--- src/rtl/spi_bus_arbiter.sv ---
`default_nettype none
// ============================================================================
// Module   : spi_bus_arbiter
// Purpose  : Round-robin arbiter letting two requesters share one SPI mode-0
//            master; each grant runs one full-duplex DATA_W-bit frame.
// Revision : 1.0
// ============================================================================
module spi_bus_arbiter #(
    parameter int DATA_W  = 32,
    parameter int CLK_DIV = 4,
    parameter int CS_GAP  = 2
) (
    input  logic              clk,
    input  logic              reset,
    input  logic              req0,
    input  logic              req1,
    input  logic [DATA_W-1:0] wdata0,
    input  logic [DATA_W-1:0] wdata1,
    output logic              done0,
    output logic              done1,
    output logic [DATA_W-1:0] rdata0,
    output logic [DATA_W-1:0] rdata1,
    output logic [1:0]        grant,
    output logic              busy,
    output logic              spi_sclk,
    output logic              spi_mosi,
    output logic              spi_ss_n,
    input  logic              spi_miso
);

    localparam int c_cnt_max = (CLK_DIV > CS_GAP) ? CLK_DIV : CS_GAP;
    localparam int c_cnt_w   = $clog2(c_cnt_max + 1);
    localparam int c_bit_w   = $clog2(DATA_W + 1);

    localparam logic [c_cnt_w-1:0] c_div_last = c_cnt_w'(CLK_DIV - 1);
    // GAP plus the single IDLE cycle before the next grant give CS_GAP
    // cycles of spi_ss_n high between back-to-back frames.
    localparam logic [c_cnt_w-1:0] c_gap_last = c_cnt_w'((CS_GAP > 1) ? CS_GAP - 2 : 0);
    localparam logic [c_bit_w-1:0] c_bit_last = c_bit_w'(DATA_W - 1);

    typedef enum logic [2:0] {
        ST_IDLE  = 3'd0,
        ST_SETUP = 3'd1,
        ST_SHIFT = 3'd2,
        ST_HOLD  = 3'd3,
        ST_GAP   = 3'd4
    } state_t;

    state_t              r_state;
    logic [c_cnt_w-1:0]  r_cnt;
    logic [c_bit_w-1:0]  r_bit;
    logic [DATA_W-1:0]   r_tx;
    logic [DATA_W-1:0]   r_rx;
    logic                r_owner;
    logic                r_last;
    logic                w_win;

    // Tie goes to the requester that did not win last time.
    always_comb begin
        w_win = 1'b0;
        if (req0 && req1) begin
            w_win = ~r_last;
        end else begin
            w_win = req1;
        end
    end

    always_ff @(posedge clk) begin
        if (reset) begin
            r_state  <= ST_IDLE;
            r_cnt    <= '0;
            r_bit    <= '0;
            r_tx     <= '0;
            r_rx     <= '0;
            r_owner  <= 1'b0;
            r_last   <= 1'b1;
            grant    <= 2'b00;
            busy     <= 1'b0;
            done0    <= 1'b0;
            done1    <= 1'b0;
            rdata0   <= '0;
            rdata1   <= '0;
            spi_ss_n <= 1'b1;
            spi_sclk <= 1'b0;
            spi_mosi <= 1'b0;
        end else begin
            done0 <= 1'b0;
            done1 <= 1'b0;
            case (r_state)
                ST_IDLE: begin
                    if (req0 || req1) begin
                        r_owner  <= w_win;
                        r_last   <= w_win;
                        grant    <= w_win ? 2'b10 : 2'b01;
                        r_tx     <= w_win ? wdata1 : wdata0;
                        spi_mosi <= w_win ? wdata1[DATA_W-1] : wdata0[DATA_W-1];
                        spi_ss_n <= 1'b0;
                        busy     <= 1'b1;
                        r_cnt    <= '0;
                        r_state  <= ST_SETUP;
                    end
                end

                ST_SETUP: begin
                    if (r_cnt == c_div_last) begin
                        r_cnt    <= '0;
                        r_bit    <= '0;
                        spi_sclk <= 1'b1;
                        r_rx     <= {r_rx[DATA_W-2:0], spi_miso};
                        r_state  <= ST_SHIFT;
                    end else begin
                        r_cnt <= r_cnt + 1'b1;
                    end
                end

                ST_SHIFT: begin
                    if (r_cnt != c_div_last) begin
                        r_cnt <= r_cnt + 1'b1;
                    end else begin
                        r_cnt <= '0;
                        if (spi_sclk) begin
                            spi_sclk <= 1'b0;
                            if (r_bit != c_bit_last) begin
                                spi_mosi <= r_tx[DATA_W-2];
                                r_tx     <= r_tx << 1;
                            end
                        end else if (r_bit == c_bit_last) begin
                            r_state <= ST_HOLD;
                        end else begin
                            spi_sclk <= 1'b1;
                            r_bit    <= r_bit + 1'b1;
                            r_rx     <= {r_rx[DATA_W-2:0], spi_miso};
                        end
                    end
                end

                ST_HOLD: begin
                    if (r_cnt == c_div_last) begin
                        r_cnt    <= '0;
                        spi_ss_n <= 1'b1;
                        spi_mosi <= 1'b0;
                        grant    <= 2'b00;
                        if (r_owner) begin
                            rdata1 <= r_rx;
                            done1  <= 1'b1;
                        end else begin
                            rdata0 <= r_rx;
                            done0  <= 1'b1;
                        end
                        if (CS_GAP > 1) begin
                            r_state <= ST_GAP;
                        end else begin
                            r_state <= ST_IDLE;
                            busy    <= 1'b0;
                        end
                    end else begin
                        r_cnt <= r_cnt + 1'b1;
                    end
                end

                ST_GAP: begin
                    if (r_cnt == c_gap_last) begin
                        r_cnt   <= '0;
                        busy    <= 1'b0;
                        r_state <= ST_IDLE;
                    end else begin
                        r_cnt <= r_cnt + 1'b1;
                    end
                end

                default: begin
                    r_state <= ST_IDLE;
                end
            endcase
        end
    end

    a_grant_onehot0: assert property (@(posedge clk) disable iff (reset) $onehot0(grant));
    a_done_exclusive: assert property (@(posedge clk) disable iff (reset) !(done0 && done1));
    a_busy_state: assert property (@(posedge clk) disable iff (reset)
        ((r_state == ST_IDLE) == !busy));
    a_gap_no_grant: assert property (@(posedge clk) disable iff (reset)
        ((r_state == ST_GAP) |-> (grant == 2'b00)));

endmodule
`default_nettype wire

--- config.mk ---
export PLATFORM = sky130hd
export DESIGN_NAME = spi_bus_arbiter
export DESIGN_NICKNAME = d
export VERILOG_FILES = /design/src/rtl/spi_bus_arbiter.sv
export SDC_FILE = /design/constraint.sdc
export NUM_CORES = 1
export LEC_CHECK = 0
export ABC_AREA = 1
export CORE_ASPECT_RATIO = 0.7
export CORE_MARGIN = 5
export CORE_UTILIZATION = 57
export DETAILED_ROUTE_END_ITERATION = 8
export DONT_BUFFER_PORTS = 1
export MAX_ROUTING_LAYER = met4
export PLACE_DENSITY = 0.78
export SLEW_MARGIN = 20
export SYNTH_ARGS = -nofsm -noshare
export SYNTH_HDL_FRONTEND = slang
export SYNTH_SLANG_ARGS = --single-unit
export TNS_END_PERCENT = 5
--- constraint.sdc ---
create_clock -name clk -period 1.7 [get_ports clk]
set_clock_uncertainty 0.2 [all_clocks]
set_input_delay 0.255 -clock clk [delete_from_list [all_inputs] [get_ports clk]]
set_output_delay 0.255 -clock clk [all_outputs]
set_load 0.1 [all_outputs]
; ---- Word level (Yosys, flattened, before mapping)
; Cells that the tools add are included.
[op_classes]
add_sub_neg = 2
multipliers = 0
n_div = 0
magnitude_cmp = 0
eq_ne = 18
shifts = 0
n_mux = 53
bitwise = 4
n_reduce_logical = 23
[ops]
columns = op, count
row1 = 2-to-1 mux 31 bit, 5
row2 = 2-to-1 mux 32 bit, 4
row3 = one-hot mux 32 bit (2 select lines), 1
row4 = one-hot mux 31 bit (2 select lines), 1
row5 = 2-to-1 mux 3 bit, 11
row6 = 2-to-1 mux 6 bit, 4
row7 = "inequality test 2 bit, second input constant", 10
row8 = 2-to-1 mux 1 bit, 16
row9 = one-hot mux 3 bit (5 select lines), 1
row10 = AND reduction 3 bit, 5
row11 = one-hot mux 3 bit (4 select lines), 1
row12 = one-hot mux 6 bit (2 select lines), 1
row13 = AND reduction 5 bit, 2
row14 = "== test 3 x 2 -> 1 bit, second input constant", 3
row15 = nonzero test 2 bit, 4
row16 = AND reduction 7 bit, 1
row17 = "adder 6 x 1 -> 6 bit, second input constant", 1
row18 = "== test 6 x 5 -> 1 bit, second input constant", 1
row19 = zero test 3 bit, 2
row20 = 2-to-1 mux 2 bit, 3
row21 = "inequality test 6 x 5 -> 1 bit, second input constant", 1
row22 = one-hot mux 1 bit (2 select lines), 3
row23 = AND reduction 6 bit, 1
row24 = NOT 1 bit, 4
row25 = 13 further kinds, 14
[totals]
ff_bits = 149
latchBits = 0
mem_bits_rw = 0
romBits = 0
in_bits = 69
word_cells = 116
n_memories = 0

; ---- Longest topological paths before layout
[logic_depth]
word_depth = 5
depth_mapped = 11
ltp_nobuf = 11

; ---- Worst setup path before layout
; Ideal clock, no wire load.
[synth_path]
path_type = register to register
from = reg spi_sclk
to = reg r_tx[1]
setup_time_ps = 113
arrival_time_ps = 1712
required_ps = 1387
path_slack_ps = -325
path_stages_with_launch = 7
synth_period_minus_slack_ps = 2025
cell_sequence = dfxtp_1 nand2_1 nand2_2 nand4_4 buf_2 nor2_1 nor2_1
[synth_via]
elab_chain_len = 2
[synth_lines]
columns = item, line
row1 = from (decl), 25  ; output logic spi_sclk,
row2 = from (signal assigned), 84  ; spi_sclk <= 1'b0;
row3 = from (signal assigned), 108  ; spi_sclk <= 1'b1;
row4 = from (signal assigned), 122  ; spi_sclk <= 1'b0;
row5 = inequality test 2 bit (no line), --
row6 = AND reduction 5 bit (no line), --
row7 = to (signal assigned), 95  ; r_tx <= w_win ? wdata1 : wdata0;
row8 = to (signal assigned), 125  ; r_tx <= r_tx << 1;
row9 = to (decl), 52  ; logic [DATA_W-1:0] r_tx;
; Every way passes these cells.
; A chain may end at the register's enable or synchronous reset.

; ---- Worst setup path in the final report
[layout_path]
from = reg r_last
to = reg r_tx[11]
[layout_via]
elab_chain_len = 5
[layout_lines]
columns = item, line
row1 = from (decl), 55  ; logic r_last;
row2 = from (signal assigned), 93  ; r_last <= w_win;
row3 = NOT 1 bit, 62  ; w_win = ~r_last;
row4 = 2-to-1 mux 1 bit, 61  ; if (req0 && req1) begin
row5 = 2-to-1 mux 31 bit, 95
row6 = 2-to-1 mux 31 bit, 91  ; if (req0 || req1) begin
row7 = one-hot mux 31 bit (2 select lines), 89  ; case (r_state)
; Every way passes these cells. The select of a mux whose other input is x is not followed.

==> impl_summary.txt <==
----------------------------------------------------
[Worst hold path]
  Type of the worst min-delay path ... primary input to flop

[Global route]
  Global-route usage over all layers ... 25.9%
  Antenna violations before repair ... 0
  Overflow left after global routing ... 0
  First-pass GRT wire length ... 27.6 mm
  Maximum number of pins on one net before global-route repair ... 66
  Vias in the first global route ... 5903

[STA]
  Final critical-path share of the clock period ... 109%
  Setup repair after global routing missed its margin ... true
  Slew at the pin closest to its max-slew limit ... 553 ps
  Final hold slack ... -12.7 ps
  Max-slew headroom ... 63.0%
  Total count of max-transition violations in the final report ... 0
  Final Hold Fails ... 1
  Final-report setup violation count ... 104
  Min cycle time layout ... 1850 ps
  Maximum achievable frequency ... 540 MHz
  Final Worst Setup Slack ... -153 ps

[Critical path]
  Reg2Reg Depth ... 8
  WP depth ... 8
  Crit path max-delay cell type ... dfxtp_1
  Worst path arrival time ... 2000 ps
  Worst R2R Setup Slack ... -150 ps
  Capturing element type of the critical path ... flop
  Maximum fanout encountered on the critical timing path ... 33
  Timing startpoint of the critical path ... r_last$_SDFFE_PP1P_
  Startpoint class of the critical path ... flop
  Maximum single-stage delay on the critical path ... 330 ps
  Critical path start-end classification ... flop to flop
  CP cell instances ... nand2_1, nand2_1, inv_1, buf_12, nand2_1, a31oi_1, nor2_2, nor2_1
  Beginning of the worst register-to-register path ... r_last$_SDFFE_PP1P_
  Crit path top cell by count ... nand2_1
  Worst r2r dst ... r_tx[11]$_SDFFE_PP0P_
  Worst EP required ... 1840 ps
  Worst setup path endpoint ... r_tx[11]$_SDFFE_PP0P_
  CP Buf/Inv Count ... 2
  Crit path max-delay family ... simple AND/OR/NAND/NOR gates

[Synth]
  Post-synthesis cell count ... 929
  Synth cell types ... 31
  Synthesized netlist net count ... 1003
  Most area-consuming cells after synthesis ... dfxtp_1, nor2_1, nand2_1, o21ai_0, a31oi_1
  Area fraction of the dominant cell type after synthesis ... 46.7%
  Area of the mapped netlist ... 6390 µm²
  Synthesis warning total ... 0
  Flip-flop and latch count after synthesis ... 149
  Share of the yosys chip area belonging to registers ... 46.7%
  Mean cell area of the mapped netlist ... 6.88 µm²
  Cell taking the most area after synthesis ... dfxtp_1

[Finish]
  Antenna Cells ... 0
  Commonest non-fill, non-tap cell in the layout ... nor2_1
  Total number of nets in the final design ... 1148
  Share of cells above drive strength 1 ... 18.2%
  Layout overhead on the synthesized area ... 36.3%
  Most frequent cells in the layout ... nor2_1, nand2_1, dfxtp_1
  Finished Layout Cells ... 1237

[Placed design]
  Detailed-placement wirelength estimate ... 9.98 mm
  Final weighted congestion in routability-driven placement ... 0.923
  Number of cells in the design after placement ... 1134
  Buffers on Ports ... 0

[Routing]
  Via Count ... 6558
  Total detailed-routing wirelength ... 18.6 mm
  Remaining antenna violation count after routing ... 0
  Pre-Repair DR Iteration Count ... 7
  Average vias per placed instance ... 5.30
  DRT iter0 DRCs ... 664
  Number of design rule violations left after detail routing ... 0
  Mean routed wirelength per cell ... 15.0 µm

[Floorplan]
  I/O pin total ... 141
  Core Area ... 11000 µm²
  Full die area ... 13500 µm²
  Die extent in y ... 98.6 µm
  Starting density of the core ... 58.2%
  Number of placement rows ... 32
  DIE WIDTH ... 137 µm

[Job]
  Number of maximum-capacitance constraint violations ... 0

[Power and ir drop]
  Maximum VDD drop ... 1.25 mV
  Leakage Power ... 0.00383 µW
  Tot Pwr ... 11500 µW
  Power density over cell area ... 1330 nW/µm²

[Clock tree]
  Total clock sinks ... 149
  Maximum count of clock buffers along a single path ... 2
  Total clock buffers created by CTS ... 17
  Clock latency of the later-clocked register in the worst-skew pair ... 410 ps
  CTS tree ... built
  CTS root buffer ... clkbuf_16
  Number of levels the H-tree was split into ... 4
  Worst-path clk slew ... 60 ps

[Outcome]
  Violated checks ... negative hold slack, negative setup slack
  Status ... finished with violations

----------------------------------------------------
[cell usage after synthesis (all sizes together)]
cell type / n
buf: 27
nor2: 321
nand4: 3
o21bai: 1
inv: 55
nand3: 12
o21ai: 105
a31oi: 30
nor3b: 2
a21oi: 16
ha: 5
o22ai: 1
clkbuf: 27
dfxtp: 149
nor3: 1
clkinv: 1
nand2: 173
[how the worst min path moves through the flow]
stage / start / endpoint / cells past startpoint
detailed placement: reset / busy$_SDFFE_PP0P_ / 1
CTS: reset / rdata1[3]$_SDFFE_PP0P_ / 3
finish: reset / rdata0[3]$_SDFFE_PP0P_ / 3
global placement: reset / spi_sclk$_SDFFE_PP0P_ / 1
floorplan: reset / r_bit[2]$_SDFFE_PP0P_ / 1
global route: reset / rdata1[2]$_SDFFE_PP0P_ / 3
[kinds of logic after synthesis]
logic type	after synthesis	share of synthesized area, %
buffers and inverters	110	7.93
and+or+nand+nor	512	31.7
DFF	149	46.7
AOI/OAI and AO/OA	153	12.7
adders and majority gates	5	0.979
[routing by layer]
metal  vias up  global-route usage, %  wire length (µm)
li1       3216                      -                 -
met1      2937                   31.8              7810
met2       332                   40.5              8640
met3        73                   7.45              1480
met4         0                   9.53               682
met5         -                      -                 0
[timing repair]
action | 4_1_cts | 5_1_grt
endpoints found under the setup margin | 112 | 141
endpoints found under the hold margin | 49 | 0
pin swaps | 3 | 12
cloned | 0 | 2
hold buffers | 68 | 0
resized for setup | 15 | 54
buffers inserted | 1 | 3
[layout make-up]
type,count,area [µm²]
multi-input cells,670,3010
flip-flops and latches,149,2990
fillers,751,2270
repair buffers,180,1710
clock buffers,22,484
inverters,56,224
well taps,153,191
clock inverters,7,97.6
[tightest hold or removal path, stage by stage]
cell and delay (ps):
clkinv_2 150, o21ai_2 80, nor2_1 70
[through the flow]
step,instance area [µm²],utilization (%),setup WS [ps],setup TNS [ps]
after floorplan,6390,-,-46.4,-927
after global placement,7220,65.8,-52.8,-2330
after detailed placement,7220,65.8,-126,-4600
after CTS,8520,77.7,-38.1,-398
after global routing,8700,79.3,-206,-15790
final,8700,79.3,-153,-5850
[where the power goes]
group	internal (µW)	leakage (µW)	switching (µW)	total [µW]
combinational	1360	0.00233	2280	3640
clock	2300	0.000281	1400	3700
sequential	3920	0.00121	277	4190
[state kept, by name, indices dropped and copies added, names as in the netlist]
register and cells:
r_cnt 3, rdata1 32, spi_mosi 1, done0 1, r_state 3, r_last 1, spi_ss_n 1, r_bit 6
done1 1, rdata0 32, r_rx 32, r_tx 31, spi_sclk 1, grant 2, busy 1, r_owner 1
(Power assumes the default switching activity.)
